[config.mk]
export PLATFORM = sky130hd
export DESIGN_NAME = band_autocorr_scheduler
export DESIGN_NICKNAME = d
export VERILOG_FILES = /design/src/rtl/band_autocorr_scheduler.sv
export SDC_FILE = /design/constraint.sdc
export NUM_CORES = 1
export LEC_CHECK = 0
export BUFFER_PORTS_ARGS = -buffer_cell sky130_fd_sc_hd__buf_4
export CAP_MARGIN = 25
export CORE_MARGIN = 10
export CORE_UTILIZATION = 50
export CTS_BUF_LIST = sky130_fd_sc_hd__clkbuf_2
export CTS_CLUSTER_SIZE = 14
export DETAILED_ROUTE_END_ITERATION = 12
export HOLD_SLACK_MARGIN = 0.02
export PLACE_DENSITY_LB_ADDON = 0.2
export SETUP_SLACK_MARGIN = 0.05
export SLEW_MARGIN = 20
export SYNTH_ARGS = -nofsm -noshare
export SYNTH_HDL_FRONTEND = slang
export SYNTH_SLANG_ARGS = --single-unit
[constraint.sdc]
create_clock -name clk -period 10.8 [get_ports clk]
set_input_delay 0.54 -clock clk [delete_from_list [all_inputs] [get_ports clk]]
set_output_delay 0.54 -clock clk [all_outputs]
set_load 0.01 [all_outputs]
[src/rtl/band_autocorr_scheduler.sv]
// band_autocorr_scheduler
// Shares one autocorrelation engine across the low/mid/high flux bands.
// Holds an active frame plus one pending frame, issues one band at a time
// over a valid/ready handshake, collects per-band BPM results and forms the
// weighted final BPM estimate.
// Optional WAIT watchdog: define BPM_SCHED_TIMEOUT_EN.
module band_autocorr_scheduler #(
    parameter int W       = 70,
    parameter int BPM_W   = 16,
    parameter int TIMEOUT = 4096
) (
    input  logic             clk,
    input  logic             reset,
    input  logic             flux_valid,
    input  logic [W-1:0]     flux_low,
    input  logic [W-1:0]     flux_mid,
    input  logic [W-1:0]     flux_high,
    input  logic             beat_valid,
    output logic             eng_valid,
    input  logic             eng_ready,
    output logic [1:0]       eng_band,
    output logic [W-1:0]     eng_flux,
    output logic             eng_beat,
    input  logic             eng_done,
    input  logic [BPM_W-1:0] eng_bpm,
    output logic [BPM_W-1:0] bpm_low,
    output logic [BPM_W-1:0] bpm_mid,
    output logic [BPM_W-1:0] bpm_high,
    output logic [BPM_W-1:0] final_bpm,
    output logic             final_valid,
    output logic             busy,
    output logic             overrun,
    output logic             timeout_err
);

    typedef enum logic [1:0] {S_IDLE, S_ISSUE, S_WAIT, S_COMBINE} state_t;

    state_t              state, state_n;
    logic [1:0]          band;
    logic                gap;        // one idle cycle after a no-beat handshake
    logic [2:0][W-1:0]   act_flux, pend_flux, in_flux;
    logic                act_beat, pend_beat, pend_full;
    logic [BPM_W-1:0]    final_q, combine_val;
    logic [20:0]         wsum, prod;
    logic                hs, last_band, leave, promote, load_act;
    logic                done_ev, wd_fire;

    assign in_flux   = {flux_high, flux_mid, flux_low};
    assign hs        = eng_valid & eng_ready;
    assign last_band = (band == 2'd2);
    assign done_ev   = eng_done | wd_fire;
    assign promote   = leave & pend_full;
    assign load_act  = flux_valid & ((state == S_IDLE) | (leave & ~pend_full));

    // Weighted estimate: 7*(2*low + mid + high)/24 at 21-bit unsigned width
    assign wsum        = (21'(bpm_low) << 1) + 21'(bpm_mid) + 21'(bpm_high);
    assign prod        = wsum * 21'd7;
    assign combine_val = BPM_W'(prod / 21'd24);

    // State register
    always_ff @(posedge clk) begin
        if (!reset) state <= S_IDLE;
        else        state <= state_n;
    end

    // Next-state logic; a frame ready at exit skips the IDLE cycle
    always_comb begin
        state_n = state;
        leave   = 1'b0;
        case (state)
            S_IDLE:    if (flux_valid) state_n = S_ISSUE;
            S_ISSUE: begin
                if (gap) begin
                    if (last_band) leave = 1'b1;
                end else if (hs && act_beat) begin
                    state_n = S_WAIT;
                end
            end
            S_WAIT:    if (done_ev) state_n = last_band ? S_COMBINE : S_ISSUE;
            S_COMBINE: leave = 1'b1;
            default:   state_n = S_IDLE;
        endcase
        if (leave) state_n = (pend_full || flux_valid) ? S_ISSUE : S_IDLE;
    end

    // Output decode
    always_comb begin
        eng_valid   = (state == S_ISSUE) && !gap;
        final_valid = (state == S_COMBINE);
        busy        = (state != S_IDLE);
        final_bpm   = (state == S_COMBINE) ? combine_val : final_q;
        case (band)
            2'd0:    eng_flux = act_flux[0];
            2'd1:    eng_flux = act_flux[1];
            default: eng_flux = act_flux[2];
        endcase
    end

    assign eng_band = band;
    assign eng_beat = act_beat;

    // Band pointer and post-handshake gap flag
    always_ff @(posedge clk) begin
        if (!reset) begin
            band <= 2'd0;
            gap  <= 1'b0;
        end else begin
            case (state)
                S_ISSUE: begin
                    if (gap) begin
                        gap  <= 1'b0;
                        band <= last_band ? 2'd0 : band + 2'd1;
                    end else if (hs && !act_beat) begin
                        gap <= 1'b1;
                    end
                end
                S_WAIT:  if (done_ev && !last_band) band <= band + 2'd1;
                default: begin
                    band <= 2'd0;
                    gap  <= 1'b0;
                end
            endcase
        end
    end

    // Frame slots: promotion first, then direct load, else pending/drop
    always_ff @(posedge clk) begin
        if (!reset) begin
            act_flux  <= '0;
            act_beat  <= 1'b0;
            pend_flux <= '0;
            pend_beat <= 1'b0;
            pend_full <= 1'b0;
            overrun   <= 1'b0;
        end else if (promote) begin
            act_flux <= pend_flux;
            act_beat <= pend_beat;
            if (flux_valid) begin
                pend_flux <= in_flux;
                pend_beat <= beat_valid;
            end else begin
                pend_full <= 1'b0;
            end
        end else if (load_act) begin
            act_flux <= in_flux;
            act_beat <= beat_valid;
        end else if (flux_valid) begin
            if (!pend_full) begin
                pend_flux <= in_flux;
                pend_beat <= beat_valid;
                pend_full <= 1'b1;
            end else begin
                overrun <= 1'b1;
            end
        end
    end

    // Per-band results; eng_done outside WAIT is ignored
    always_ff @(posedge clk) begin
        if (!reset) begin
            bpm_low  <= '0;
            bpm_mid  <= '0;
            bpm_high <= '0;
        end else if (state == S_WAIT && eng_done) begin
            case (band)
                2'd0:    bpm_low  <= eng_bpm;
                2'd1:    bpm_mid  <= eng_bpm;
                default: bpm_high <= eng_bpm;
            endcase
        end
    end

    // Hold the last estimate between COMBINE cycles
    always_ff @(posedge clk) begin
        if (!reset)                  final_q <= '0;
        else if (state == S_COMBINE) final_q <= combine_val;
    end

`ifdef BPM_SCHED_TIMEOUT_EN
    localparam int CW = $clog2(TIMEOUT + 1);
    logic [CW-1:0] wd_cnt;

    assign wd_fire = (state == S_WAIT) && !eng_done && (wd_cnt == CW'(TIMEOUT - 1));

    // Watchdog counts WAIT cycles without eng_done
    always_ff @(posedge clk) begin
        if (!reset)                            wd_cnt <= '0;
        else if (state == S_WAIT && !eng_done) wd_cnt <= wd_cnt + 1'b1;
        else                                   wd_cnt <= '0;
    end

    // Sticky watchdog flag
    always_ff @(posedge clk) begin
        if (!reset)       timeout_err <= 1'b0;
        else if (wd_fire) timeout_err <= 1'b1;
    end
`else
    logic [31:0] timeout_unused;
    assign timeout_unused = 32'(TIMEOUT);
    assign wd_fire        = 1'b0;
    assign timeout_err    = 1'b0;
`endif

endmodule

### After elaboration in Yosys (flattened, before gate mapping)

Index checks and enable logic that the tools add are counted.

| operators by class | value |
|---|---|
| divide/modulo/power cells | 1 |
| equality and inequality tests | 15 |
| $mul | 1 |
| add/sub/neg operators | 3 |
| bitwise logic cells | 9 |
| mux-type cells | 38 |
| reduce and logical (&&, ||, !) cells | 25 |

Operators with widths:

| operator | count |
|---|---|
| 210-bit two-way mux | 7 |
| 70-bit one-hot mux with 2 select lines | 1 |
| 21-bit by 5-bit divider with 21-bit output (second input constant) | 1 |
| 19-bit by 3-bit multiplier with 21-bit output (second input constant) | 1 |
| 18-bit by 16-bit adder with 19-bit output | 1 |
| 17-bit by 16-bit adder with 18-bit output | 1 |
| 2-bit two-way mux | 9 |
| 1-bit two-way mux | 16 |
| 16-bit two-way mux | 1 |
| 3-bit inequality test (second input constant) | 4 |
| 2-bit inequality test (second input constant) | 5 |
| 2-bit AND reduction | 4 |
| 4-bit AND reduction | 2 |
| 2-bit nonzero test | 4 |
| 2-bit == test (second input constant) | 3 |
| 2-bit one-hot mux with 3 select lines | 1 |
| 1-bit logical AND | 5 |
| 5-bit AND reduction | 1 |
| 1-bit bitwise AND | 4 |
| 2-bit by 1-bit == test with 1-bit output (second input constant) | 2 |
| 2-bit zero test | 2 |
| 1-bit NOT | 4 |
| 1-bit one-hot mux with 2 select lines | 2 |
| 2-bit one-hot mux with 2 select lines | 1 |
| 8 further kinds | 10 |

| word-level totals | value |
|---|---|
| input port bits | 232 |
| register bits | 493 |
| output and inout bits | 142 |
| word-level logic and storage cells | 109 |

### Logic depth before layout (Yosys ltp)

Gate-level depths: netlist of the first run.

| depth | value |
|---|---|
| depth after elaboration | 9 |
| mapped depth | 47 |
| mapped depth without buffers | 41 |

### Least setup slack after synthesis of the first run

No wires, ideal clock.

| timing path | value |
|---|---|
| kind | register to output |
| start | reg bpm_mid[2] |
| end | out final_bpm[0] |
| path buffers | 3 |
| required time | 10.260 ns |
| setup slack | 1.704 ns |
| arrival | 8.556 ns |
| cell stages (with the launch flop) | 42 |
| cells stage by stage | dfxtp_1 > fa_1 > ha_1 > a21o_1 > a21oi_1 > o21bai_1 > a21oi_1 > o21ai_0 > a21oi_1 > o21ai_0 > a21oi_1 > nor2b_1 > o21a_1 > o21ai_0 > nand2b_1 > a21oi_1 > o21bai_1 > a21oi_1 > [... 6 more ...] > a21o_1 > a22oi_1 > o21ai_0 > a211oi_4 > buf_2 > mux2i_2 > o221ai_2 > nor2_2 > a311oi_1 > o221a_2 > or3_1 > and3_4 > a22o_1 > buf_2 > mux2i_1 > a211oi_1 > nor3_1 > o32ai_1 |

| between the ends | value |
|---|---|
| cells in the longest elaborated chain, start to end | 5 |

RTL lines:

| item | line | text |
|---|---|---|
| start: declaration | 27 | `output logic [BPM_W-1:0] bpm_mid,` |
| start signal: assignment | 167 | `2'd1: bpm_mid <= eng_bpm;` |
| 17-bit by 16-bit adder with 18-bit output | 56 | `assign wsum = (21'(bpm_low) << 1) + 21'(bpm_mid) + 21'(bpm_high);` |
| 18-bit by 16-bit adder with 19-bit output | 56 |  |
| 19-bit by 3-bit multiplier with 21-bit output | 57 | `assign prod = wsum * 21'd7;` |
| 21-bit by 5-bit divider with 21-bit output | 58 | `assign combine_val = BPM_W'(prod / 21'd24);` |
| 16-bit two-way mux | n/a |  |
| end: declaration | 29 | `output logic [BPM_W-1:0] final_bpm,` |

Every way passes these cells.

### Worst setup path after layout of the first run

| timing path | value |
|---|---|
| start | reg bpm_high[1] |
| end | out final_bpm[0] |

| between the ends | value |
|---|---|
| cells in the longest elaborated chain, start to end | 4 |

RTL lines:

| item | line | text |
|---|---|---|
| start: declaration | 28 | `output logic [BPM_W-1:0] bpm_high,` |
| start signal: assignment | 168 | `default: bpm_high <= eng_bpm;` |
| 18-bit by 16-bit adder with 19-bit output | 56 |  |
| 19-bit by 3-bit multiplier with 21-bit output | 57 |  |
| 21-bit by 5-bit divider with 21-bit output | 58 |  |
| 16-bit two-way mux | n/a |  |

Every way passes these cells.

==> results of run 1 <==
-- cell type report --
class / instances / area, sq um
Antenna cell: 23 / 57.6
Clock buffer: 191 / 956
Clock inverter: 19 / 176
Fill cell: 3550 / 13800
Inverter: 54 / 210
Multi-Input combinational cell: 2255 / 14400
Sequential cell: 493 / 9870
Tap cell: 664 / 831
Timing Repair Buffer: 944 / 8400
-- worst max path at each step --
| stage | depth (start not counted) | slack (ns) | startpoint | to |
|---|---|---|---|---|
| global placement | 41 | 0.49 | bpm_low[0]$_SDFFE_PN0P_ | final_bpm[0] |
| finish | 43 | 0.35 | bpm_high[1]$_SDFFE_PN0P_ | final_bpm[0] |
| detailed placement | 41 | 0.15 | bpm_low[0]$_SDFFE_PN0P_ | final_bpm[0] |
| CTS | 42 | 0.06 | bpm_low[0]$_SDFFE_PN0P_ | final_bpm[0] |
| global route | 40 | -0.17 | bpm_high[1]$_SDFFE_PN0P_ | final_bpm[0] |
| floorplan | 41 | 1.70 | bpm_mid[2]$_SDFFE_PN0P_ | final_bpm[0] |
-- critical path, delay by kind of cell (launching register included) --
family                     cells  cell delay (ns)
buffers and inverters          6             0.77
DFF                            1             0.35
and+or+nand+nor                7             1.36
AOI/OAI and AO/OA             25             4.55
xor gates and xnor gates       1             0.13
adders and majority gates      4             1.46
-- where the power goes --
group	switching (mW)	internal (mW)	total, mW
clock	0.813	0.538	1.35
sequential	0.137	2.05	2.19
combinational	1.00	0.805	1.80
-- per-layer routing --
metal  GRT usage  vias to the layer above  share of wire
li1            -                    12300              -
met4       0.152                        8          0.040
met2       0.504                     1206           0.49
met5           0                        -        0.00038
met3      0.0787                      294          0.074
met1       0.352                    12900           0.39
-- repair_timing --
item                                    4_1_cts  5_1_grt
setup buffers                                28       33
pin swaps                                    26       77
endpoints found under the hold margin       493        0
hold buffers                                487        0
endpoints found under the setup margin        7        7
gates cloned                                  1        2
gates resized for setup                      67       88
-- layout by cell type, fill, tap and decap left out, types with 6 or more instances in the layout --
cell type | synthesis | routed
sky130_fd_sc_hd__xnor2_1 | 23 | 16
sky130_fd_sc_hd__inv_1 | 53 | 48
sky130_fd_sc_hd__nand3_1 | 30 | 24
sky130_fd_sc_hd__a211oi_1 | 220 | 216
sky130_fd_sc_hd__and3_1 | 10 | 8
sky130_fd_sc_hd__buf_4 | 3 | 444
sky130_fd_sc_hd__o21ai_0 | 45 | 36
sky130_fd_sc_hd__o21a_1 | 8 | 8
sky130_fd_sc_hd__nand3_2 | 0 | 6
sky130_fd_sc_hd__dlygate4sd3_1 | 0 | 487
sky130_fd_sc_hd__a31oi_1 | 11 | 9
sky130_fd_sc_hd__nor3_2 | 0 | 7
sky130_fd_sc_hd__clkinv_1 | 1 | 7
sky130_fd_sc_hd__fa_1 | 28 | 27
sky130_fd_sc_hd__nor3_1 | 21 | 14
sky130_fd_sc_hd__a22oi_1 | 74 | 72
sky130_fd_sc_hd__ha_1 | 54 | 49
sky130_fd_sc_hd__xnor2_2 | 1 | 8
sky130_fd_sc_hd__clkbuf_2 | 1 | 191
sky130_fd_sc_hd__a21oi_2 | 1 | 13
sky130_fd_sc_hd__nand2_1 | 717 | 710
sky130_fd_sc_hd__nor2_1 | 279 | 273
sky130_fd_sc_hd__a21o_1 | 26 | 25
sky130_fd_sc_hd__buf_6 | 2 | 7
sky130_fd_sc_hd__xor2_1 | 20 | 17
sky130_fd_sc_hd__diode_2 | 0 | 23
sky130_fd_sc_hd__a21oi_1 | 310 | 296
sky130_fd_sc_hd__inv_2 | 0 | 7
sky130_fd_sc_hd__o21ai_1 | 4 | 11
sky130_fd_sc_hd__dfxtp_1 | 493 | 490
sky130_fd_sc_hd__mux2i_1 | 219 | 214
sky130_fd_sc_hd__and2_1 | 18 | 17
-- registers in the layout, indices dropped and copies added (netlist names) --
register   count
final_q       16
overrun        1
eng_beat       1
pend_flux    210
bpm_low       16
eng_band       2
pend_beat      1
bpm_high      16
state          2
bpm_mid       16
gap            1
act_flux     210
pend_full      1
-- metrics by stage --
stage / cell area, sq um / util
4_1_cts: 34100 / 0.700
5_1_grt: 34900 / 0.716
3_5_place_dp: 27600 / 0.565
6_report: 34900 / 0.716
3_3_place_gp: 27600 / 0.565
2_1_floorplan: 24500 / -
-- cell families after synthesis --
kind of cell | after synthesis | synth area share
AOI/OAI and AO/OA | 782 | 0.211
xor gates and xnor gates | 44 | 0.0160
adders and majority gates | 83 | 0.0508
buffers and inverters | 284 | 0.0450
DFF | 493 | 0.402
muxes | 225 | 0.0923
other | 1 | 0.000153
and+or+nand+nor | 1117 | 0.183
==> load_flow_metrics.sql, run 1 <==
INSERT INTO impl_metrics (metric_group, metric, value, unit) VALUES
('outcome', 'run_status', 'completed', ''),
('setup_path', 'startpoint_type', 'register', ''),
('finish', 'flow.area_growth_from_synthesis', '42.3', '%'),
('cts', 'clkSlewWorstSetupHoldPaths', '0.10', 'ns'),
('setup_path', 'critPathMostFrequentCell', 'sky130_fd_sc_hd__a21oi_2', ''),
('grt', 'grt_max_degree', '212', ''),
('finish', 'nets', '4193', ''),
('setup_path', 'rr_endpoint', 'final_q[0]$_SDFF_PN0_', ''),
('job', 'drv.max_cap_violation_count', '0', ''),
('setup_path', 'crit_slowest_cell', 'sky130_fd_sc_hd__fa_1', ''),
('place', 'routabilityCongestion', '0.923', ''),
('setup_path', 'worstPathMaxFanout', '8', ''),
('route', 'first_pass_iters', '5', ''),
('logic_synthesis', 'synth.yosys.seq_area_share', '0.402', ''),
('worst_hold_path', 'hold_depth', '4', ''),
('die', 'std_cell_rows', '81', ''),
('setup_path', 'path_class', 'reg -> out', ''),
('sta', 'final_period_util', '0.968', ''),
('cts', 'clock_tree.buffer_depth', '3', ''),
('logic_synthesis', 'synth-edff-count', '0', ''),
('cts', 'cts_tree', 'yes', ''),
('sta', 'fmax', '95.7', 'MHz'),
('sta', 'fin_worst_hold_slack', '0.141', 'ns'),
('power', 'power', '5.34', 'mW'),
('logic_synthesis', 'post_synth_num_cell_types', '88', ''),
('cts', 'cts.htree.levels', '4', ''),
('worst_hold_path', 'timing.hold.worst.class', 'in -> reg', ''),
('logic_synthesis', 'ys.flop_type', 'sky130_fd_sc_hd__dfxtp_1', ''),
('cts', 'cts.root.buffer_cell', 'sky130_fd_sc_hd__clkbuf_2', ''),
('setup_path', 'critPathCaptureType', 'output port', ''),
('logic_synthesis', 'yosys-top-cells-area', 'sky130_fd_sc_hd__dfxtp_1 (40%), sky130_fd_sc_hd__nand2_1 (11%), sky130_fd_sc_hd__mux2i_1 (8.9%), sky130_fd_sc_hd__a211oi_1 (6.7%), sky130_fd_sc_hd__a21oi_1 (6.3%)', ''),
('grt', 'total_gr_overflow', '0', ''),
('sta', 'finalHoldViolations', '0', ''),
('place', 'placement.io_buffers', '372', ''),
('route', 'drt-wirelength-per-cell', '19.7', 'microns'),
('die', 'initial_cell_density_of_the_core', '0.503', ''),
('place', 'place_inst', '3859', ''),
('grt', 'groute.usage.overall', '0.301', ''),
('power', 'power.static_leakage', '15.7', 'nW'),
('setup_path', 'cp.arrival', '9.91', 'ns'),
('sta', 'setup_total_negative_slack', '0', 'ns'),
('worst_hold_path', 'timing.hold.worst_endpoint', 'act_flux[92]$_SDFFE_PN0N_', ''),
('die', 'core_area', '0.0487', 'sq mm'),
('sta', 'final.setup_skew', '0.140', 'ns'),
('route', 'detail_route.vias_per_cell', '5.75', ''),
('setup_path', 'ff2ff_path_depth', '42', ''),
('logic_synthesis', 'ys_top_cells_by_count', 'sky130_fd_sc_hd__nand2_1 (717), sky130_fd_sc_hd__dfxtp_1 (493), sky130_fd_sc_hd__a21oi_1 (310), sky130_fd_sc_hd__nor2_1 (279), sky130_fd_sc_hd__a211oi_1 (220)', ''),
('sta', 'final-max-slew-violation-count', '0', ''),
('place', 'dp_slack', '0.152', 'ns'),
('worst_hold_path', 'hold_crit_start', 'flux_mid[22]', ''),
('die', 'dieWidth', '241', 'microns'),
('sta', 'setup_slack', '0.349', 'ns'),
('place', 'hpwl', '52000', 'microns'),
('finish', 'fraction_of_final_layout_cells_sized_beyond_drive_strength_1', '0.203', ''),
('grt', 'grt_antenna_before_repair', '22', ''),
('grt', 'grt_first_pass_wirelength', '142000', 'microns'),
('route', 'route.detailed.drc', '0', ''),
('cts', 'clock_latency_on_the_worst_skew_pair', '1.36', 'ns'),
('finish', 'instances_no_fill', '4643', ''),
('logic_synthesis', 'yosysMostFrequentCell', 'sky130_fd_sc_hd__nand2_1', ''),
('setup_path', 'reg2reg_from', 'bpm_high[1]$_SDFFE_PN0P_', ''),
('logic_synthesis', 'netlist.area_leader.share', '0.402', ''),
('sta', 'rsz0062_at_grt', 'yes', ''),
('die', 'die_footprint', '0.0583', 'sq mm'),
('die', 'height_of_the_die', '241', 'microns'),
('die', 'floorplan.io_pins', '374', ''),
('logic_synthesis', 'syn_avg_cell_area', '8.10', 'sq um'),
('route', 'first_iter_violations', '2505', ''),
('logic_synthesis', 'synth.cell_area', '0.0245', 'sq mm'),
('logic_synthesis', 'synth_async_sr_flop_share', '0', ''),
('route', 'total_vias_in_the_final_route', '26700', '');
Note: power is estimated with default switching activity, not from simulation.
==> run 2: changes to the inputs <==
--- a/config.mk
+++ b/config.mk
@@ -5,13 +5,13 @@
 export SDC_FILE = /design/constraint.sdc
 export NUM_CORES = 1
 export LEC_CHECK = 0
-export BUFFER_PORTS_ARGS = -buffer_cell sky130_fd_sc_hd__buf_4
 export CAP_MARGIN = 25
 export CORE_MARGIN = 10
 export CORE_UTILIZATION = 50
 export CTS_BUF_LIST = sky130_fd_sc_hd__clkbuf_2
 export CTS_CLUSTER_SIZE = 14
 export DETAILED_ROUTE_END_ITERATION = 12
+export DONT_BUFFER_PORTS = 1
 export HOLD_SLACK_MARGIN = 0.02
 export PLACE_DENSITY_LB_ADDON = 0.2
 export SETUP_SLACK_MARGIN = 0.05
==> run 2 against run 1 <==
  * Clock skew decreased by 0.061 ns
  * Register-to-register slack got worse by 0.15 ns
  * First-iteration DRC count decreased by 13%
  * Sequential power about the same
==> load_flow_metrics.sql, run 2 (synthesized netlist as in run 1, its figures left out) <==
INSERT INTO impl_metrics (metric_group, metric, value, unit) VALUES
('setup_path', 'startpoint_type', 'register', ''),
('power', 'cellPowerDensity', '166', 'mW/mm^2'),
('route', 'detail_route.vias_per_cell', '5.83', ''),
('finish', 'nets', '3674', ''),
('die', 'die_footprint', '0.0583', 'sq mm'),
('sta', 'worst_slew_margin_rel', '0.226', ''),
('route', 'first_iter_violations', '2180', ''),
('cts', 'clock_tree.buffer_depth', '3', ''),
('die', 'dieWidth', '241', 'microns'),
('route', 'total_vias_in_the_final_route', '24000', ''),
('place', 'placement.io_buffers', '0', ''),
('finish', 'regs_by_ff_count', 'act_flux (210), pend_flux (210)', ''),
('grt', 'grt_max_degree', '255', ''),
('sta', 'fin_worst_hold_slack', '0.129', 'ns'),
('cts', 'clock_sink_count', '493', ''),
('place', 'hpwl', '50200', 'microns'),
('sta', 'final.setup_skew', '0.0795', 'ns'),
('finish', 'instances_no_fill', '4116', ''),
('sta', 'fmax', '97.4', 'MHz'),
('worst_hold_path', 'timing.hold.worst.class', 'in -> reg', ''),
('job', 'drv.max_cap_violation_count', '0', ''),
('power', 'vdd_drop_max', '0.119', 'mV'),
('finish', 'commonest_non_fill_non_tap_cell_in_the_layout', 'sky130_fd_sc_hd__nand2_1', ''),
('sta', 'final-max-slew-violation-count', '0', ''),
('cts', 'clock_latency_on_the_worst_skew_pair', '1.17', 'ns'),
('finish', 'fraction_of_final_layout_cells_sized_beyond_drive_strength_1', '0.110', ''),
('setup_path', 'path_class', 'reg -> out', ''),
('power', 'power.static_leakage', '12.9', 'nW'),
('sta', 'final_period_util', '0.951', ''),
('die', 'initial_cell_density_of_the_core', '0.503', ''),
('cts', 'clkSlewWorstSetupHoldPaths', '0.08', 'ns'),
('grt', 'grt_antenna_before_repair', '16', ''),
('sta', 'setup_total_negative_slack', '0', 'ns'),
('cts', 'cts_tree', 'yes', ''),
('setup_path', 'cp.arrival', '9.73', 'ns'),
('cts', 'cts.htree.levels', '3', ''),
('setup_path', 'critPathMostFrequentCell', 'sky130_fd_sc_hd__buf_4', ''),
('finish', 'final_cell_mix', 'sky130_fd_sc_hd__nand2_1 (711), sky130_fd_sc_hd__dfxtp_1 (487), sky130_fd_sc_hd__dlygate4sd3_1 (364)', ''),
('setup_path', 'critPathRequiredTime', '10.26', 'ns'),
('grt', 'via_count_of_the_first_global_routing_pass', '23400', ''),
('place', 'routabilityCongestion', '0.872', ''),
('die', 'height_of_the_die', '241', 'microns'),
('sta', 'worst-slew-pin-transition', '1.16', 'ns'),
('sta', 'finalHoldViolations', '0', ''),
('grt', 'total_gr_overflow', '0', ''),
('route', 'route.detailed.drc', '0', ''),
('route', 'first_pass_iters', '6', ''),
('route', 'route.antenna.remaining_nets', '0', ''),
('grt', 'grt_first_pass_wirelength', '126000', 'microns'),
('sta', 'timing.final.setup_violations', '0', ''),
('route', 'drt-wirelength-per-cell', '19.8', 'microns'),
('setup_path', 'crit_slowest_cell', 'sky130_fd_sc_hd__fa_1', ''),
('grt', 'groute.usage.overall', '0.266', ''),
('setup_path', 'critPathCaptureType', 'output port', ''),
('route', 'routed_wirelength', '81500', 'microns'),
('place', 'place_inst', '3484', ''),
('outcome', 'run_status', 'completed', ''),
('finish', 'flow.area_growth_from_synthesis', '24.2', '%'),
('setup_path', 'worstPathMaxFanout', '8', ''),
('die', 'floorplan.io_pins', '374', ''),
('setup_path', 'delay_of_the_slowest_cell_on_the_worst_path', '0.56', 'ns'),
('die', 'std_cell_rows', '81', ''),
('cts', 'cts_inserted_buffers', '121', ''),
('cts', 'cts.root.buffer_cell', 'sky130_fd_sc_hd__clkbuf_2', ''),
('sta', 'finalWorstPathRequiredPeriod', '10.27', 'ns'),
('sta', 'rsz0062_at_grt', 'yes', ''),
('die', 'core_area', '0.0487', 'sq mm');
==> run 2: changes by cell type in the layout (fill, tap and decap cells not counted), moves of 4 or more <==
cell                            previous run  this run
sky130_fd_sc_hd__clkinvlp_4                4         0
sky130_fd_sc_hd__dlygate4sd3_1           487       364
sky130_fd_sc_hd__clkinv_1                  7        14
sky130_fd_sc_hd__diode_2                  23        15
sky130_fd_sc_hd__clkbuf_2                191       179
sky130_fd_sc_hd__inv_2                     7         3
sky130_fd_sc_hd__a21oi_1                 296       300
sky130_fd_sc_hd__buf_4                   444        60
==> run 2: metal layers <==
layer  track usage  wire [microns]  part of all wire  vias to the layer above
met2         0.437           39400              0.48                     1015
met3        0.0712            6590             0.081                      229
li1              -               -                 -                    11300
met5             0              73           0.00090                        -
met4         0.121            3280             0.040                       14
met1         0.322           32200              0.39                    11500
==> run 2: metrics by stage <==
step | power [mW] | utilization | setup slack, ns | area [sq um]
final | 5.05 | 0.625 | 0.533 | 30500
after global routing | 5.33 | 0.625 | -0.138 | 30500
after CTS | 4.98 | 0.611 | 0.0539 | 29800
after detailed placement | 3.50 | 0.507 | 0.269 | 24700
after global placement | 3.46 | 0.507 | 0.456 | 24700
after floorplan | 3.19 | - | 1.70 | 24500
==> run 2: critical path: cells and delay by family, from the launching register on <==
kind / cells / cell delay (ns)
xor gates and xnor gates: 2 / 0.60
buffers and inverters: 7 / 0.87
DFF: 1 / 0.38
muxes: 1 / 0.30
and+or+nand+nor: 7 / 1.05
adders and majority gates: 5 / 1.76
AOI/OAI and AO/OA: 18 / 3.67
==> run 2: area by class of cell <==
| class | count | area, sq um |
|---|---|---|
| Inverter | 54 | 210 |
| Timing Repair Buffer | 437 | 4330 |
| Antenna cell | 15 | 37.5 |
| Sequential cell | 493 | 9880 |
| Multi-Input combinational cell | 2253 | 14100 |
| Fill cell | 4135 | 18300 |
| Clock buffer | 179 | 896 |
| Clock inverter | 21 | 158 |
| Tap cell | 664 | 831 |
==> run 2: where the power goes <==
group          switching (mW)  total (mW)  internal (mW)
Clock                   0.762        1.25          0.487
Combinational           0.929        1.62          0.687
Sequential              0.132        2.18           2.05
Total                    1.82        5.05           3.22
==> run 2: worst paths after layout <==
path	from	to	slack, ns	depth (start not counted)
hold / removal	flux_low[31]	pend_flux[31]$_SDFFE_PN0P_	0.13	3
setup / recovery	bpm_mid[1]$_SDFFE_PN0P_	final_bpm[0]	0.53	40
setup reg to reg	bpm_mid[1]$_SDFFE_PN0P_	final_q[0]$_SDFF_PN0_	1.93	41
hold reg to reg	pend_flux[169]$_SDFFE_PN0P_	pend_flux[169]$_SDFFE_PN0P_	0.46	2
==> run 2: what timing repair did <==
item / 4_1_cts / 5_1_grt
buffers inserted: 20 / 29
hold buffers: 363 / 1
resized for setup: 49 / 72
gates cloned: 0 / 1
hold endpoints to repair: 493 / 1
endpoints found under the setup margin: 5 / 7
pin swaps: 17 / 49
